$ cat config.mk
export PLATFORM = sky130hd
export DESIGN_NAME = instr_fetch_cache
export DESIGN_NICKNAME = d
export VERILOG_FILES = /design/src/rtl/arm_lp_pkg.sv /design/src/rtl/icache_line_array.sv /design/src/rtl/instr_fetch_cache.sv
export SDC_FILE = /design/constraint.sdc
export NUM_CORES = 1
export LEC_CHECK = 0
export CORE_AREA = 2 2 335 337
export CTS_CLUSTER_DIAMETER = 80
export CTS_CLUSTER_SIZE = 14
export DETAILED_ROUTE_END_ITERATION = 8
export DIE_AREA = 0 0 337 339
export RECOVER_POWER = 25
export SLEW_MARGIN = 20
export SYNTH_ARGS = -nofsm -noshare
export SYNTH_HDL_FRONTEND = slang
export SYNTH_SLANG_ARGS = --single-unit
export TNS_END_PERCENT = 30
$ cat constraint.sdc
create_clock -name clock -period 5.6 [get_ports clock]
set_input_delay 1.4 -clock clock [delete_from_list [all_inputs] [get_ports clock]]
set_output_delay 1.4 -clock clock [all_outputs]
set_load 0.01 [all_outputs]
$ cat src/rtl/arm_lp_pkg.sv
// Shared constants and types for the instruction fetch cache.
//   PC_STRIDE_SHIFT : number of low PC bits dropped (8-byte fetch stride)
//   DEF_INSTR_W     : default instruction width
//   ic_state_e      : fetch cache controller states
package arm_lp_pkg;

    localparam int unsigned PC_STRIDE_SHIFT = 3;
    localparam int unsigned DEF_INSTR_W     = 32;

    typedef enum logic [0:0] {
        IC_IDLE = 1'b0,
        IC_FILL = 1'b1
    } ic_state_e;

endpackage

$ cat src/rtl/icache_line_array.sv
// Valid/tag/data storage for the direct-mapped instruction cache.
// Combinational lookup (rd_hit/rd_data), synchronous fill write, flush-all.
// Ports:
//   clock, reset_n         : clock, async active-low reset (clears valid bits)
//   flush                  : clear every valid bit on this edge
//   rd_index, rd_tag       : lookup address fields
//   rd_hit, rd_data        : lookup result
//   wr_en, wr_index,
//   wr_tag, wr_data        : install one line
module icache_line_array
    import arm_lp_pkg::*;
#(
    parameter int unsigned LINES   = 16,
    parameter int unsigned TAG_W   = 25,
    parameter int unsigned INSTR_W = DEF_INSTR_W,
    localparam int unsigned IDX_W  = $clog2(LINES)
) (
    input  logic               clock,
    input  logic               reset_n,
    input  logic               flush,
    input  logic [IDX_W-1:0]   rd_index,
    input  logic [TAG_W-1:0]   rd_tag,
    output logic               rd_hit,
    output logic [INSTR_W-1:0] rd_data,
    input  logic               wr_en,
    input  logic [IDX_W-1:0]   wr_index,
    input  logic [TAG_W-1:0]   wr_tag,
    input  logic [INSTR_W-1:0] wr_data
);

    logic [LINES-1:0]   valid;
    logic [TAG_W-1:0]   tags  [LINES];
    logic [INSTR_W-1:0] words [LINES];

    // Valid bits: flush wins over a same-edge install.
    always_ff @(posedge clock or negedge reset_n) begin
        if (!reset_n) begin
            valid <= '0;
        end else if (flush) begin
            valid <= '0;
        end else if (wr_en) begin
            valid[wr_index] <= 1'b1;
        end
    end

    // Tag/data payload needs no reset; valid guards it.
    always_ff @(posedge clock) begin
        if (wr_en) begin
            tags[wr_index]  <= wr_tag;
            words[wr_index] <= wr_data;
        end
    end

    assign rd_hit  = valid[rd_index] && (tags[rd_index] == rd_tag);
    assign rd_data = words[rd_index];

endmodule

$ cat src/rtl/instr_fetch_cache.sv
// Direct-mapped instruction cache between the fetch stage and instruction memory.
// Hits answer one cycle after acceptance; misses fill over a memReq/memAck handshake.
// Ports:
//   clock, reset_n            : clock, async active-low reset
//   fetchValid, fetchAddr     : fetch request (fetchAddr[2:0] ignored)
//   fetchReady                : request accepted this cycle when high (decoded from state)
//   instrValid, instruction   : one-cycle registered response
//   flush                     : invalidate all lines
//   memReq, memAddr           : fill request (registered, held until memAck)
//   memAck, memData           : fill response
//   hitCount, missCount       : saturating counters, only with ICACHE_STATS_EN
// Optional feature macro: ICACHE_STATS_EN
module instr_fetch_cache
    import arm_lp_pkg::*;
#(
    parameter int unsigned LINES   = 16,
    parameter int unsigned ADDR_W  = 32,
    parameter int unsigned INSTR_W = DEF_INSTR_W
) (
    input  logic               clock,
    input  logic               reset_n,
    input  logic               fetchValid,
    input  logic [ADDR_W-1:0]  fetchAddr,
    output logic               fetchReady,
    output logic               instrValid,
    output logic [INSTR_W-1:0] instruction,
    input  logic               flush,
    output logic               memReq,
    output logic [ADDR_W-1:0]  memAddr,
    input  logic               memAck,
    input  logic [INSTR_W-1:0] memData
`ifdef ICACHE_STATS_EN
    ,
    output logic [15:0]        hitCount,
    output logic [15:0]        missCount
`endif
);

    localparam int unsigned IDX_W  = $clog2(LINES);
    localparam int unsigned IDX_LO = PC_STRIDE_SHIFT;
    localparam int unsigned TAG_LO = PC_STRIDE_SHIFT + IDX_W;
    localparam int unsigned TAG_W  = ADDR_W - TAG_LO;

    ic_state_e          state;
    logic               flush_seen;
    logic               hit;
    logic [INSTR_W-1:0] line_data;
    logic               accept;
    logic               acc_hit;
    logic               acc_miss;
    logic               fill_done;
    logic               fill_wr;
    logic               unused_low;

    // Stride bits never select anything.
    assign unused_low = ^fetchAddr[PC_STRIDE_SHIFT-1:0];

    assign fetchReady = (state == IC_IDLE);
    assign accept     = fetchValid && fetchReady;
    // A same-cycle flush invalidates before lookup, so it forces a miss.
    assign acc_hit    = accept && hit && !flush;
    assign acc_miss   = accept && !(hit && !flush);
    assign fill_done  = (state == IC_FILL) && memAck;
    // A flush anywhere in the fill window (including the ack edge) blocks install.
    assign fill_wr    = fill_done && !flush_seen && !flush;

    icache_line_array #(
        .LINES   (LINES),
        .TAG_W   (TAG_W),
        .INSTR_W (INSTR_W)
    ) u_lines (
        .clock    (clock),
        .reset_n  (reset_n),
        .flush    (flush),
        .rd_index (fetchAddr[TAG_LO-1:IDX_LO]),
        .rd_tag   (fetchAddr[ADDR_W-1:TAG_LO]),
        .rd_hit   (hit),
        .rd_data  (line_data),
        .wr_en    (fill_wr),
        .wr_index (memAddr[TAG_LO-1:IDX_LO]),
        .wr_tag   (memAddr[ADDR_W-1:TAG_LO]),
        .wr_data  (memData)
    );

    // Controller FSM with registered response and fill request.
    always_ff @(posedge clock or negedge reset_n) begin
        if (!reset_n) begin
            state       <= IC_IDLE;
            memReq      <= 1'b0;
            memAddr     <= '0;
            instrValid  <= 1'b0;
            instruction <= '0;
            flush_seen  <= 1'b0;
        end else begin
            instrValid <= 1'b0;
            case (state)
                IC_IDLE: begin
                    if (acc_hit) begin
                        instruction <= line_data;
                        instrValid  <= 1'b1;
                    end else if (acc_miss) begin
                        memAddr    <= {fetchAddr[ADDR_W-1:IDX_LO], IDX_LO'(0)};
                        memReq     <= 1'b1;
                        flush_seen <= 1'b0;
                        state      <= IC_FILL;
                    end
                end
                IC_FILL: begin
                    if (flush) begin
                        flush_seen <= 1'b1;
                    end
                    if (memAck) begin
                        instruction <= memData;
                        instrValid  <= 1'b1;
                        memReq      <= 1'b0;
                        state       <= IC_IDLE;
                    end
                end
                default: begin
                    state <= IC_IDLE;
                end
            endcase
        end
    end

`ifdef ICACHE_STATS_EN
    // Saturating hit/miss counters; survive flush, cleared only by reset.
    always_ff @(posedge clock or negedge reset_n) begin
        if (!reset_n) begin
            hitCount  <= '0;
            missCount <= '0;
        end else begin
            if (acc_hit && (hitCount != 16'hFFFF)) begin
                hitCount <= hitCount + 16'd1;
            end
            if (acc_miss && (missCount != 16'hFFFF)) begin
                missCount <= missCount + 16'd1;
            end
        end
    end
`endif

endmodule
# Word-level counts from Yosys, hierarchy flattened
# Memories as Yosys holds them, arrays and structs flattened.
# Cells that the tools add are included.
[totals]
reg_bits = 81
latch_bits = 0
ramBits = 912
romBits = 0
inputBits = 69
out_inout_bits = 67
elab_cells = 65
memories = 2
[op_classes]
n_addsub = 0
mul = 0
div_mod_pow = 0
order_cmp = 3
eq_ne = 6
n_shift = 0
mux = 26
bitwise = 3
n_reduce_logical = 18
[memory_table]
columns = ["name", "depth", "width", "rd", "rd_ports_with_merged_regs", "wr", "line", "source"]
rows = [
  ["u_lines.words", 16, 32, 1, 0, 1, "icache_line_array.sv:33", "logic [INSTR_W-1:0] words [LINES];"],
  ["u_lines.tags", 16, 25, 1, 0, 1, "icache_line_array.sv:32", "logic [TAG_W-1:0] tags [LINES];"],
]
[ops]
columns = ["op", "n"]
rows = [
  ["32-bit two-way mux", 2],
  ["32-bit case mux with 2 select lines", 1],
  ["16-bit two-way mux", 2],
  ["25-bit equality test", 1],
  ["16-bit bitwise OR", 1],
  ["1-bit two-way mux", 15],
  ["1-bit logical AND", 10],
  ["4-bit by 5-bit less-than comparator with 1-bit output (second input constant)", 2],
  ["3-bit AND reduction", 3],
  ["1-bit case mux with 2 select lines", 4],
  ["2-bit inequality test (second input constant)", 3],
  ["1-bit binary-select mux with 4-bit select", 1],
  ["1-bit demux with 4-bit select", 1],
  ["4-bit by 1-bit greater-or-equal comparator with 1-bit output (second input constant)", 1],
  ["2-bit by 1-bit inequality test with 1-bit output (second input constant)", 2],
  ["1-bit logical NOT", 3],
  ["1-bit NOT", 2],
  ["2-bit AND reduction", 1],
  ["2-bit nonzero test", 1],
]

# Longest topological paths before layout
[depth]
word_depth = 9
ltp_mapped = 16
mapped_depth_nobuf = 9

# Cells and area by module
# Synthesis repeated with hierarchy kept, for this count alone.
[hier_totals]
cells_unflattened = 1664
hier_area_um2 = 38647.1
[by_module_without_submodules]
columns = ["mod", "n_inst", "cells_each", "area_each_um2", "seq_area_each_um2"]
rows = [
  ["icache_line_array", 1, 1477, 35676.7, 27786.6],
  ["instr_fetch_cache", 1, 187, 2970.3, 1626.6],
]

# Least setup slack after synthesis
# Ideal clock, no wire load.
[synth_timing]
path_kind = "input to register"
from = "in memAck"
to = "mem u_lines.tags[10][0], enable pin"
setup_time_ns = 0.557
t_arrival_ns = 6.584
required_ns = 5.043
path_slack_ns = -1.541
cell_stages = 5
path_buffers = 1
path_cell_list = "clkbuf_1 -> nand2_1 -> nor3_1 -> nand3b_1 -> nor3b_1"
[synth_between]
elab_chain_len = 5
[synth_lines]
columns = ["element", "line", "source"]
rows = [
  ["start: declaration", "instr_fetch_cache.sv:30", "input logic memAck,"],
  ["1-bit logical AND", "instr_fetch_cache.sv:63", "assign fill_done = (state == IC_FILL) && memAck;"],
  ["1-bit logical AND (2 in a row)", "instr_fetch_cache.sv:65", "assign fill_wr = fill_done && !flush_seen && !flush;"],
  ["1-bit two-way mux", "icache_line_array.sv:48", "if (wr_en) begin"],
  ["1-bit two-way mux (implied by the code)", "icache_line_array.sv:49", "tags[wr_index] <= wr_tag;"],
  ["end: declaration", "icache_line_array.sv:32", ""],
]
# No other way between the ends.

==> impl_metrics.yaml <==
detailed_routing:
  routedWlPerCell_um: 26.6
  detail-route-antenna-nets: 0
  drcViolationCount: 0
  drt_iter0_markers: 1665
  dr.pass1.iters: 5
  route.vias.total: 18100
  drt-vias-per-instance: 5.26
  routed_wl_um: 91300
clocking:
  cts_setup_buffers: 0
  clk_pin_slew_ns: 0.07
  cts_buffers: 81
  cts_sinks: 993
  cts-root-buf: "clkbuf_16"
  cts_hold_buf: 0
  cts.htree.levels: 3
  clock_path_buffers: 3
  post_cts_resized: 0
  cts_tree: "yes"
  insertion_delay_ns: 0.65
setup_path:
  cp.required_ns: 5.37
  crit_end: "memAddr[9]"
  crit_buf_inv: 1
  crit_chain: "clkbuf_1"
  cp_slowest_cell: "clkbuf_1"
  critPathLaunch: "reset_n"
  critical_path_arrival_ns: 4.36
  cp-start-kind: "input pin"
  rr_worst_depth: 10
  r2r_end: "instruction[27]"
  path_class: "input pin to async pin"
  cp_num_cells: 1
  critPathTopFamily: "buffers and inverters"
  cp_max_fo: 52
  reg2reg_slack_ns: 2.16
  r2r_start: "u_lines.tags[15][8]"
  end_kind: "async pin"
  critPathMaxStageDelay_ns: 2.87
placed_design:
  dp_hpwl_um: 50400
  gp_congestion: 0.735
  portBuffers: 129
  postPlaceCellArea_sq_um: 41900
power:
  p_comb_share_pct: 8.0
  p_leak_nw: 14.0
  intPower_mw: 11.9
  swShare_pct: 22.5
  p_clk_share_pct: 34.9
  power.density_nw_per_um2: 346
  ir_worst_vdd_mv: 0.219
  netSwitchingPower_mw: 3.45
  total_power_mw: 15.3
  seqPwrFrac_pct: 57.0
timing:
  setup_viol: 0
  slew_headroom_pct: -179
  maxSlewViolCount: 53
  hold_viol: 0
  period_share_pct: 82.0
  rsz0062_at_grt: "false"
  min_period_ns: 4.59
  max_slew.worst_pin.slew_ns: 4.18
  max_freq_mhz: 218
  fin_worst_skew_ns: 0.0212
synthesis:
  synth-async-reset-ratio_pct: 8.16
  synth-main-ff-cell: "edfxtp_1"
  synth_edf_count: 912
  synth_mux_area_share_pct: 18.2
  ys_warn_count: 0
  syn_area_sq_um: 38600
  synth-seq-cells: 993
  ys_seq_area_share_pct: 76.3
  ys_types: 52
  synthCells: 1703
  synth_top_family_by_area: "multiplexers"
  synth_compound_area_share_pct: 2.32
  synth-simple-area-share_pct: 0.921
  syn_area_per_cell_sq_um: 22.6
  synthAdderAreaFrac_pct: 0
  synth_xor_area_share_pct: 0.727
run_status:
  outcome: "complete, but fails checks"
  violations: "max-capacitance violations, max-slew violations"
floorplan:
  ioPinCount: 136
  initial_core_util_pct: 34.9
  core_sq_um: 110000
  die_w_um: 337
  dieArea_sq_um: 114000
  die_h_um: 339
  rows: 122
global_route:
  grt_pass1_wl_um: 132000
  grt_max_degree: 90
  antenna_found_initial: 2
  grt_pass1_vias: 18700
  grtUsageTotal_pct: 16.0
  gr-total-overflow: 0
cells_and_area:
  area_growth_pct: 14.8
  final_cell_mix: "912 x edfxtp_1, 246 x mux4_2, 116 x clkdlybuf4s50_1"
  final_layout_size_suffix_gt1_share_pct: 23.6
  fin_area_sq_um: 44300
  final_common_cell: "edfxtp_1"
  fin_nets: 1952
  postLayoutCoreUtil_pct: 40.1
  antenna_cells: 0
job:
  cap_viol_max_count: 1
hold_path:
  hold_class: "flop to flop"
  hold_path_depth: 1
## worst min path at each step
stage | startpoint | endpoint
after floorplan | u_lines.valid[12] | u_lines.valid[12]
after global placement | u_lines.valid[14] | u_lines.valid[14]
after detailed placement | u_lines.valid[5] | u_lines.valid[5]
after CTS | u_lines.valid[5] | u_lines.valid[5]
after global routing | u_lines.valid[7] | u_lines.valid[7]
final | u_lines.valid[5] | u_lines.valid[5]
## cell usage after synthesis (all sizes together) (2+ instances only)
library cell	count	area share (%)
xnor2	12	0.27
a21o	17	0.33
o31ai	2	0.039
a22o	7	0.16
mux2i	99	2.6
edfxtp	912	71
buf	65	1.2
nor4	3	0.049
a211oi	2	0.039
nand2	8	0.078
o211ai	2	0.039
clkinv	3	0.029
or3	2	0.032
clkbuf	31	0.30
nand4	3	0.049
dfrtp	81	5.3
a21oi	34	0.44
nand2b	2	0.032
nor2b	4	0.065
xor2	20	0.45
nor3b	2	0.039
inv	2	0.019
nand3	3	0.039
nand3b	3	0.058
mux2	35	1.0
o21ai	7	0.091
o22ai	4	0.065
and2	2	0.032
a221oi	2	0.045
and3	3	0.049
a22oi	9	0.18
mux4	250	15
nor3	11	0.16
nor2	18	0.18
o32ai	33	0.75
## final cells by class
| class | count | area, sq um |
|---|---|---|
| Sequential cell | 993 | 29400 |
| Inverter | 5 | 18.8 |
| Clock buffer | 143 | 2310 |
| Multi-Input combinational cell | 611 | 8710 |
| Clock inverter | 7 | 86.3 |
| Fill cell | 9639 | 66100 |
| Tap cell | 1488 | 1860 |
| Timing Repair Buffer | 191 | 1880 |
## sequential cells by signal, summed over array words and instances, names as in the netlist
name and count:
instrValid 1, instruction 32, memAddr 29, u_lines.valid 16
memReq 1, state 1, u_lines.words 512, u_lines.tags 400
flush_seen 1
## logic make-up after synthesis
family | count (synthesis)
compound gates | 125
xor+xnor | 32
buf+inv | 101
flops | 993
mux | 384
other cells | 1
simple gates | 67
## metrics by stage
stage	setup slack, ns	hold WS (ns)	TNS, ns	instances
after floorplan	-1.17	0.444	-266.87	1705
after CTS	1.08	0.476	0	3438
final	1.01	0.473	0	3438
after detailed placement	0.383	0.461	0	3288
after global placement	0.410	0.453	0	3288
after global routing	0.513	0.497	0	3438
## per-layer routing
layer	GRT usage (%)	vias to the layer above	wire length, um
met5	0	-	13
met4	2.90	2	1250
met3	3.19	99	5710
met2	26.1	563	44800
met1	22.5	9822	39600
li1	-	7583	-
## power groups by stage
stage	Sequential (mW)	Combinational, mW	Clock, mW
3_3_place_gp	8.86	1.25	0
5_1_grt	8.77	1.33	5.77
2_1_floorplan	8.83	0.596	0
3_5_place_dp	8.90	1.26	0
4_1_cts	8.74	1.26	5.48
6_report	8.73	1.23	5.34
No activity file was read; power rests on OpenSTA's default activity.
